==> config.mk <==
export PLATFORM = sky130hd
export DESIGN_NAME = lsu_bus
export DESIGN_NICKNAME = d
export VERILOG_FILES = /design/src/rtl/lsu_pkg.sv /design/src/rtl/lsu_align.sv /design/src/rtl/lsu_bus.sv
export SDC_FILE = /design/constraint.sdc
export NUM_CORES = 1
export LEC_CHECK = 0
export ABC_AREA = 1
export CAP_MARGIN = 20
export CORE_AREA = 2 2 124 126
export CTS_BUF_LIST = sky130_fd_sc_hd__clkbuf_8
export DETAILED_ROUTE_END_ITERATION = 16
export DIE_AREA = 0 0 126 128
export PLACE_DENSITY = 0.93
export SLEW_MARGIN = 15
export SYNTH_ARGS = -nofsm -noshare
export SYNTH_HDL_FRONTEND = slang
export SYNTH_SLANG_ARGS = --single-unit
==> constraint.sdc <==
create_clock -name clk -period 4.45 [get_ports clk]
set_input_delay 0.6675 -clock clk [delete_from_list [all_inputs] [get_ports clk]]
set_output_delay 0.6675 -clock clk [all_outputs]
set_load 0.1 [all_outputs]
==> src/rtl/lsu_pkg.sv <==
// Shared types and helpers for the load/store bus adapter.
package lsu_pkg;

    typedef enum logic [1:0] {
        IDLE = 2'd0,
        REQ  = 2'd1,
        RESP = 2'd2,
        DONE = 2'd3
    } lsu_state_e;

    localparam logic [1:0] SZ_B = 2'd0;
    localparam logic [1:0] SZ_H = 2'd1;
    localparam logic [1:0] SZ_W = 2'd2;
    localparam logic [1:0] SZ_D = 2'd3;

    // Bytes covered by an access of the given size encoding.
    function automatic int unsigned size_bytes(input logic [1:0] size);
        return 32'd1 << size;
    endfunction

    // Right-aligned data mask for an access of the given size encoding.
    function automatic logic [63:0] size_mask(input logic [1:0] size);
        case (size)
            SZ_B:    return 64'h0000_0000_0000_00FF;
            SZ_H:    return 64'h0000_0000_0000_FFFF;
            SZ_W:    return 64'h0000_0000_FFFF_FFFF;
            default: return 64'hFFFF_FFFF_FFFF_FFFF;
        endcase
    endfunction

endpackage

==> src/rtl/lsu_align.sv <==
// Combinational store lane placement/strobes and load extraction/extension.
module lsu_align
    import lsu_pkg::*;
#(
    parameter int unsigned DATA_W = 32
) (
    input  logic [31:0]                   st_addr,
    input  logic [1:0]                    st_size,
    input  logic [DATA_W-1:0]             st_wdata,
    output logic [1:0]                    size_c,
    output logic [31:0]                   mem_addr_c,
    output logic [DATA_W-1:0]             wdata_c,
    output logic [DATA_W/8-1:0]           wstrb_c,
    output logic [$clog2(DATA_W/8)-1:0]   lane_c,
    output logic                          misalign_c,
    input  logic [$clog2(DATA_W/8)-1:0]   ld_lane,
    input  logic [1:0]                    ld_size,
    input  logic                          ld_unsigned,
    input  logic [DATA_W-1:0]             ld_rdata,
    output logic [DATA_W-1:0]             ld_data_c
);

    localparam int unsigned NB = DATA_W / 8;
    localparam int unsigned LB = $clog2(NB);

    logic [LB-1:0]     lo_mask;
    logic [DATA_W-1:0] st_mask;
    logic [DATA_W-1:0] ld_shift;
    logic [DATA_W-1:0] ld_mask;
    logic              ld_sign;

    // Store side: a doubleword on a 32-bit bus degrades to a word access.
    always_comb begin
        size_c = st_size;
        if (DATA_W == 32 && st_size == SZ_D) begin
            size_c = SZ_W;
        end
        lo_mask    = LB'(size_bytes(size_c) - 32'd1);
        misalign_c = (st_addr[LB-1:0] & lo_mask) != '0;
        lane_c     = st_addr[LB-1:0] & ~lo_mask;
        mem_addr_c = {st_addr[31:LB], LB'(0)};
        st_mask    = DATA_W'(size_mask(size_c));
        wdata_c    = (st_wdata & st_mask) << {lane_c, 3'b000};
        wstrb_c    = NB'((64'd1 << size_bytes(size_c)) - 64'd1) << lane_c;
    end

    // Load side: shift the addressed lane down, then sign- or zero-extend.
    always_comb begin
        ld_shift = ld_rdata >> {ld_lane, 3'b000};
        ld_mask  = DATA_W'(size_mask(ld_size));
        case (ld_size)
            SZ_B:    ld_sign = ld_shift[7];
            SZ_H:    ld_sign = ld_shift[15];
            SZ_W:    ld_sign = ld_shift[31];
            default: ld_sign = ld_shift[DATA_W-1];
        endcase
        ld_data_c = (ld_shift & ld_mask) | ((ld_sign & ~ld_unsigned) ? ~ld_mask : '0);
    end

endmodule

==> src/rtl/lsu_bus.sv <==
// Single-outstanding load/store adapter from a valid/ready request port to a simple memory bus.
// Optional: define LSU_MISALIGN_TRAP_EN to fault misaligned accesses instead of issuing them aligned down.
module lsu_bus
    import lsu_pkg::*;
#(
    parameter int unsigned DATA_W = 32,
    parameter int unsigned REST_W = 40
) (
    input  logic                  clk,
    input  logic                  rst_n,
    input  logic                  in_valid,
    output logic                  in_ready,
    input  logic [31:0]           in_addr,
    input  logic                  in_ren,
    input  logic                  in_wen,
    input  logic [2:0]            in_op,
    input  logic [DATA_W-1:0]     in_wdata,
    input  logic [REST_W-1:0]     in_rest,
    output logic                  out_valid,
    input  logic                  out_ready,
    output logic [DATA_W-1:0]     out_rdata,
    output logic [REST_W-1:0]     out_rest,
    output logic                  out_fault,
    output logic                  mem_req_valid,
    input  logic                  mem_req_ready,
    output logic                  mem_req_wen,
    output logic [31:0]           mem_req_addr,
    output logic [DATA_W-1:0]     mem_req_wdata,
    output logic [DATA_W/8-1:0]   mem_req_wstrb,
    input  logic                  mem_resp_valid,
    input  logic [DATA_W-1:0]     mem_resp_rdata,
    input  logic                  mem_resp_err
);

    localparam int unsigned NB = DATA_W / 8;
    localparam int unsigned LB = $clog2(NB);

    lsu_state_e        state_q, state_d;

    logic [1:0]        size_c;
    logic [31:0]       mem_addr_c;
    logic [DATA_W-1:0] wdata_c;
    logic [NB-1:0]     wstrb_c;
    logic [LB-1:0]     lane_c;
    logic              misalign_c;
    logic [DATA_W-1:0] ld_data_c;

    logic [LB-1:0]     ld_lane_q;
    logic [1:0]        ld_size_q;
    logic              ld_unsigned_q;

    logic              accept_c;
    logic              is_access_c;
    logic              is_store_c;
    logic              trap_c;
    logic              go_req_c;

    lsu_align #(.DATA_W(DATA_W)) u_align (
        .st_addr     (in_addr),
        .st_size     (in_op[1:0]),
        .st_wdata    (in_wdata),
        .size_c      (size_c),
        .mem_addr_c  (mem_addr_c),
        .wdata_c     (wdata_c),
        .wstrb_c     (wstrb_c),
        .lane_c      (lane_c),
        .misalign_c  (misalign_c),
        .ld_lane     (ld_lane_q),
        .ld_size     (ld_size_q),
        .ld_unsigned (ld_unsigned_q),
        .ld_rdata    (mem_resp_rdata),
        .ld_data_c   (ld_data_c)
    );

    // A request with both enables set is a load; only a pure store writes.
    assign is_access_c = in_ren | in_wen;
    assign is_store_c  = in_wen & ~in_ren;
`ifdef LSU_MISALIGN_TRAP_EN
    assign trap_c      = is_access_c & misalign_c;
`else
    assign trap_c      = 1'b0;
`endif
    assign go_req_c    = is_access_c & ~trap_c;
    assign accept_c    = in_valid & in_ready;

    assign mem_req_valid = (state_q == REQ);
    assign out_valid     = (state_q == DONE);

    always_ff @(posedge clk or negedge rst_n) begin
        if (!rst_n) begin
            state_q <= IDLE;
        end else begin
            state_q <= state_d;
        end
    end

    always_comb begin
        state_d  = state_q;
        in_ready = 1'b0;
        case (state_q)
            IDLE: begin
                in_ready = 1'b1;
                if (in_valid) begin
                    state_d = go_req_c ? REQ : DONE;
                end
            end
            REQ: begin
                if (mem_req_ready) begin
                    state_d = mem_req_wen ? DONE : RESP;
                end
            end
            RESP: begin
                if (mem_resp_valid) begin
                    state_d = DONE;
                end
            end
            DONE: begin
                in_ready = out_ready;
                if (out_ready) begin
                    if (in_valid) begin
                        state_d = go_req_c ? REQ : DONE;
                    end else begin
                        state_d = IDLE;
                    end
                end
            end
            default: state_d = IDLE;
        endcase
    end

    // Request fields are frozen at capture so they stay stable through a bus stall.
    always_ff @(posedge clk or negedge rst_n) begin
        if (!rst_n) begin
            mem_req_wen   <= 1'b0;
            mem_req_addr  <= '0;
            mem_req_wdata <= '0;
            mem_req_wstrb <= '0;
            ld_lane_q     <= '0;
            ld_size_q     <= SZ_B;
            ld_unsigned_q <= 1'b0;
            out_rdata     <= '0;
            out_rest      <= '0;
            out_fault     <= 1'b0;
        end else if (accept_c) begin
            mem_req_wen   <= is_store_c;
            mem_req_addr  <= mem_addr_c;
            mem_req_wdata <= is_store_c ? wdata_c : '0;
            mem_req_wstrb <= is_store_c ? wstrb_c : '0;
            ld_lane_q     <= lane_c;
            ld_size_q     <= size_c;
            ld_unsigned_q <= in_op[2];
            out_rdata     <= '0;
            out_rest      <= in_rest;
            out_fault     <= trap_c;
        end else if (state_q == RESP && mem_resp_valid) begin
            out_rdata     <= ld_data_c;
            out_fault     <= mem_resp_err;
        end
    end

endmodule

==> reports/qor.log, run 1 <==
qor: status.run_status finished, final reports clean
qor: sta.slew_headroom 0.303
qor: sta.tightest_slew 1.04 ns
qor: sta.highest_clock_frequency_the_design_can_meet 309 MHz
qor: yosys.ys_seq_area_frac 0.543
qor: route.drt-initial-drc-count 632
qor: sta.slew_viol_final 0
qor: yosys.netlist_top_cells_area dfrtp_1 54%, nand2_1 23%, nand3_1 5.4%
qor: flow_run.timing.max_cap.violations 0
qor: sta.finalCriticalPeriod 3.24 ns
qor: cts.clk-insertion-delay-late 0.44 ns
qor: grt.groute.usage.overall 0.265
qor: route.vias_per_cell 5.18
qor: route.drt_drc_violations_left 0
qor: cells_and_area.multi_input_area 0.00267 mm^2
qor: die.ios 293
qor: die.floorplan.die.width 126 um
qor: sta.hold-worst-slack 0.273 ns
qor: grt.grt_antenna_before_repair 0
qor: yosys.synth_area 0.00678 mm^2
qor: cells_and_area.antenna_cells_inserted 0
qor: cts.post_cts_hold_buffer_count 0
qor: die.coreArea 0.0149 mm^2
qor: critical_path.crit_path_start_kind flop
qor: yosys.synthesis.yosys.warnings 0
qor: grt.grt_first_pass_wirelength 34200 um
qor: cts.postCtsSetupRepairBufs 0
qor: critical_path.cp.arrival 2.57 ns
qor: cts.clock_transition_time_at_the_flip_flop_clock_pins_of_the_worst_setup_and_hold_paths 0.09 ns
qor: yosys.syn-instance-count 858
qor: die.placement_rows 45
qor: sta.report.final.setup_viol 0
qor: route.ant_nets 0
qor: die.floorplan.initialDensity 0.456
qor: grt.grt_max_degree 81
qor: cells_and_area.nFillCells 1111
qor: cells_and_area.final_common_cell nand2_1
qor: yosys.yosys.cell_types.count 30
qor: critical_path.cpPeakStageDelay 1.12 ns
qor: cts.clock_sinks 147
qor: sta.hold_viol 0
qor: cts.htree_num_levels 4
qor: yosys.syn_area_per_cell 7.90 um^2
qor: yosys.yosys.area.top_type dfrtp_1
qor: cts.cts-buffers-inserted 17
qor: cts.post_cts_resized 0
qor: place.gp_routability_congestion 0.914
qor: critical_path.timing.critical_path.fanout_max 4
qor: route.dr_total_vias 6880
qor: die.fp.dieH 128 um
qor: hold_path.hp-class in -> async
qor: sta.period_share 0.728
qor: cells_and_area.commonest_cells_after_routing_fill_and_taps_aside 414 x nand2_1, 289 x clkdlybuf4s50_1, 147 x dfrtp_1
qor: grt.total_congestion_overflow_after_global_routing 0
qor: sta.final_clock_skew 0.0163 ns
qor: critical_path.timing.critical_path.required 3.78 ns
qor: cts.cts-root-to-sink-buffers 2
qor: critical_path.crit_top_cell inv_1
qor: grt.first_global_vias 6745
qor: critical_path.critical_path.slowest_cell clkdlybuf4s50_1
qor: sta.grt_setup_unrepaired no
qor: cts.cts.root.buffer_cell clkbuf_8
qor: place.dpl.hpwl 15300 um
qor: route.routed_wl 21600 um
qor: route.route.detailed.wl_per_inst 16.3 um
qor: critical_path.critical_path.endpoint_type primary output
qor: die.dieArea 0.0161 mm^2
qor: place.portBuffers 290
qor: cells_and_area.number_of_nets_in_the_finished_design 1281
qor: yosys.synth.top_cell.area_share 0.543
qor: critical_path.rrSetupSlack 2.23 ns
qor: route.drt_pre_antenna_iters 8
qor: yosys.postSynthRegisterBits 147
qor: cts.clock_tree_from_tritoncts built
qor: critical_path.critical_path.cell_chain inv_1 > ha_1 > inv_1 > nand2_1 > inv_1 > clkdlybuf4s50_1
qor: cells_and_area.area.sequential 0.00368 mm^2
qor: cells_and_area.syn2layout_area_growth 50.1%
qor: critical_path.timing_worst_setup_path_type reg -> out
qor: cells_and_area.layout-drive-gt1-share 0.0517
qor: sta.finalSetupTns 0 ns
==> sequential cells by signal, indices dropped and copies added, names as in the netlist <==
register / flops
mem_req_addr: 30
out_fault: 1
mem_req_wen: 1
out_rest: 40
ld_size_q: 2
mem_req_wdata: 32
mem_req_wstrb: 4
out_rdata: 32
state_q: 2
ld_lane_q: 2
ld_unsigned_q: 1
==> per-layer routing <==
layer	GRT usage	up-vias	wire, um
met4	0.103	0	711
met5	0	-	0
li1	-	3250	-
met1	0.334	3197	8460
met3	0.0889	56	2070
met2	0.426	377	10400
==> cell families (layout without fill, tap and decap cells) <==
group	count (synthesis)	after routing	share of synthesized area
AOI/OAI and AO/OA	92	92	0.0727
and+or+nand+nor	521	521	0.311
buffers and inverters	92	374	0.0638
DFF	147	147	0.543
other	1	2	0.000553
adders and majority gates	5	5	0.00923
==> cell usage after synthesis <==
| cell | n |
|---|---|
| nand4_1 | 6 |
| buf_1 | 2 |
| nor3_1 | 2 |
| buf_2 | 28 |
| nand2_1 | 414 |
| o211ai_1 | 7 |
| inv_2 | 9 |
| ha_1 | 5 |
| clkbuf_1 | 6 |
| a22o_1 | 1 |
| nand2_4 | 1 |
| inv_1 | 34 |
| o22ai_1 | 2 |
| o21bai_1 | 1 |
| nor2_4 | 1 |
| a21oi_2 | 1 |
| o21ai_0 | 45 |
| dfrtp_1 | 147 |
| nand3_4 | 1 |
| nand3_1 | 73 |
| o21ai_1 | 10 |
| buf_4 | 12 |
| o31ai_1 | 1 |
| conb_1 | 1 |
| nor2_1 | 18 |
| nor2_2 | 2 |
| a21oi_1 | 24 |
| buf_6 | 1 |
| nand3_2 | 1 |
| nand2_2 | 2 |
==> stage by stage <==
| stage | instance area (um^2) | cells | worst slack [ns] | utilization |
|---|---|---|---|---|
| after global routing | 10200 | 1329 | 1.10 | 0.685 |
| after detailed placement | 9730 | 1297 | 1.24 | 0.655 |
| after CTS | 10200 | 1329 | 1.18 | 0.685 |
| final | 10200 | 1329 | 1.21 | 0.685 |
| after global placement | 9730 | 1297 | 1.26 | 0.655 |
| after floorplan | 6780 | 859 | 1.68 | - |
==> worst paths after layout <==
path                            startpoint          endpoint  cells after the start
max                             state_q[1]          in_ready                      6
min                                  rst_n      out_rest[16]                      1
max reg2reg                     state_q[1]  mem_req_wdata[5]                     10
min reg2reg                mem_req_addr[8]   mem_req_addr[8]                      2
max in group asynchronous            rst_n  mem_req_addr[18]                      2
min in group clk           mem_req_addr[8]   mem_req_addr[8]                      2
==> worst max-delay path: cells and delay by family, from the launching register on <==
family / cells / cell delay [ns]
adder cells (fa/ha/maj): 1 / 0.25
buffers and inverters: 4 / 1.41
flip-flops: 1 / 0.41
AND/OR/NAND/NOR: 1 / 0.07
==> cell type report <==
| class | instances | share of cell area |
|---|---|---|
| well taps | 188 | 0.0231 |
| repair buffers | 299 | 0.293 |
| multi-input cells | 620 | 0.263 |
| inverters | 43 | 0.0159 |
| flip-flops and latches | 147 | 0.361 |
| clock inverters | 14 | 0.0195 |
| clock buffers | 18 | 0.0243 |
Power of run 1 is left out: the tool's default activity adds up to more than one toggle a clock period on the data nets, which glitch-free logic cannot reach.
==> inputs of run 2 (changes only) <==
Settings changed: CORE_AREA 2 2 124 126 to 2 2 134 136, DIE_AREA 0 0 126 128 to 0 0 136 138, PLACE_DENSITY 0.93 to 0.85.
Clock period 4.45 ns to 2.95 ns, I/O delays scaled along.
==> run 2 against run 1 <==
Compared with the run above:
- die area is 16% higher
- clock-buffer cell count is 1 higher
- core utilization is 12 points lower
- clock skew is 0.0047 ns lower
- sequential share of layout area is 0.92 points higher
- first-iteration DRC count is 2.4% lower
==> reports/qor.log, run 2 (synthesis gave the netlist of run 1 again) <==
qor: grt.groute.usage.overall 0.229
qor: sta.tightest_slew 0.614 ns
qor: hold_path.worstHoldStart mem_req_addr[4]
qor: cts.clock_tree_from_tritoncts built
qor: critical_path.critical_path.slowest_cell dfrtp_1
qor: sta.slew_headroom 0.591
qor: hold_path.hp-class reg -> reg
qor: sta.slew_viol_final 0
qor: cells_and_area.area.sequential 0.00368 mm^2
qor: route.drt_drc_violations_left 0
qor: critical_path.cp.arrival 2.62 ns
qor: cts.cts-buffers-inserted 17
qor: sta.finalCriticalPeriod 2.27 ns
qor: sta.finalSetupTns 0 ns
qor: route.drt-initial-drc-count 617
qor: cells_and_area.final_common_cell nand2_1
qor: critical_path.crit_buf_inv 4
qor: sta.highest_clock_frequency_the_design_can_meet 440 MHz
qor: cells_and_area.antenna_cells_inserted 0
qor: cts.post_cts_resized 0
qor: cts.clock_sinks 147
qor: cts.clk-insertion-delay-late 0.45 ns
qor: die.floorplan.initialDensity 0.387
qor: cells_and_area.syn2layout_area_growth 46.4%
qor: cts.post_cts_hold_buffer_count 1
qor: critical_path.critical_path.endpoint_type flop
qor: sta.period_share 0.771
qor: sta.final_critical_path_setup_slack 0.676 ns
qor: sta.final_clock_skew 0.0116 ns
qor: grt.grt_first_pass_wirelength 33900 um
qor: grt.total_congestion_overflow_after_global_routing 0
qor: grt.first_global_vias 6652
qor: cells_and_area.largest_register_ffs 40
qor: critical_path.timing_worst_setup_path_type reg -> reg
qor: critical_path.ff2ff_path_depth 8
qor: cells_and_area.layout-drive-gt1-share 0.178
qor: die.placement_rows 49
qor: grt.grt_max_degree 69
qor: route.route.detailed.wl_per_inst 15.6 um
qor: die.dieArea 0.0188 mm^2
qor: cts.cts-root-to-sink-buffers 2
qor: sta.hold_viol 0
qor: status.run_status finished, final reports clean
qor: route.ant_nets 0
qor: cells_and_area.largest_registers out_rest x40, mem_req_wdata x32, out_rdata x32
qor: cts.postCtsSetupRepairBufs 0
qor: die.ios 293
qor: sta.report.final.setup_viol 0
qor: route.vias_per_cell 4.97
qor: place.portBuffers 290
qor: route.routed_wl 21500 um
qor: die.floorplan.die.width 136 um
qor: cells_and_area.largest_register out_rest
qor: cells_and_area.commonest_cells_after_routing_fill_and_taps_aside 414 x nand2_1, 150 x buf_4, 147 x dfrtp_1
qor: hold_path.worstHoldPathCells 2
qor: sta.grt_setup_unrepaired no
qor: critical_path.timing.critical_path.required 3.29 ns
qor: place.gp_routability_congestion 0.900
qor: critical_path.critPathLaunch state_q[0]
qor: cts.clock_transition_time_at_the_flip_flop_clock_pins_of_the_worst_setup_and_hold_paths 0.09 ns
qor: critical_path.crit_top_cell inv_1
qor: flow_run.timing.max_cap.violations 0
qor: cells_and_area.number_of_nets_in_the_finished_design 1285
qor: critical_path.timing.critical_path.fanout_max 47
qor: critical_path.cpPeakStageDelay 0.40 ns
qor: place.dpl.hpwl 15500 um
qor: die.coreArea 0.0175 mm^2
qor: cts.cts.root.buffer_cell clkbuf_8
qor: die.fp.dieH 138 um
qor: route.dr_total_vias 6832
qor: cells_and_area.multi_input_area 0.00267 mm^2
qor: cells_and_area.nFillCells 1554
qor: route.drt_pre_antenna_iters 5
qor: critical_path.timing.critical_path.depth 8
qor: critical_path.rr_startpoint state_q[0]
qor: critical_path.critical_path.cell_chain inv_1 > ha_1 > inv_1 > nand3_4 > buf_12 > nand2_1 > inv_2 > a22o_1
qor: cts.htree_num_levels 4
qor: critical_path.timing.critical_path.max_delay_family buffers and inverters
qor: place.place_ws 0.507 ns
qor: grt.grt_antenna_before_repair 0
qor: critical_path.crit_path_start_kind flop
==> run 2: cell type report <==
type,count,area share
inverters,43,0.0163
flip-flops and latches,147,0.371
repair buffers,303,0.273
multi-input cells,620,0.269
well taps,229,0.0289
clock inverters,13,0.0159
clock buffers,19,0.0263
==> run 2: through the flow <==
| step | cells | area [um^2] | hold slack [ns] | utilization |
|---|---|---|---|---|
| 6_report | 1374 | 9930 | 0.481 | 0.566 |
| 5_1_grt | 1374 | 9930 | 0.499 | 0.566 |
| 4_1_cts | 1374 | 9930 | 0.486 | 0.566 |
| 3_5_place_dp | 1341 | 9500 | 0.466 | 0.542 |
| 3_3_place_gp | 1341 | 9500 | 0.463 | 0.542 |
| 2_1_floorplan | 859 | 6780 | 0.147 | - |
==> run 2: worst register-to-register path, stage by stage (launching register included) <==
cell and delay [ns]:
dfrtp_1 0.40, inv_1 0.15, ha_1 0.27, inv_1 0.12
nand3_4 0.26, buf_12 0.28, nand2_1 0.28, inv_2 0.19
a22o_1 0.23
==> run 2: path summary, 6_finish.rpt <==
check | to | slack [ns]
worst max-delay path | out_fault | 0.68
worst min-delay path | mem_req_addr[4] | 0.48
worst max register to register | out_fault | 0.68
worst min register to register | mem_req_addr[4] | 0.48
max in group asynchronous | mem_req_wdata[9] | 1.60
min in group asynchronous | out_rest[23] | 0.55
==> run 2: metal layers <==
metal / vias to the layer above / track usage / routed length, um
li1: 3246 / - / -
met5: - / 0 / 0
met1: 3181 / 0.289 / 8680
met3: 48 / 0.0733 / 2170
met2: 357 / 0.366 / 10000
met4: 0 / 0.0883 / 633
Power of run 2 is left out for the same reason.
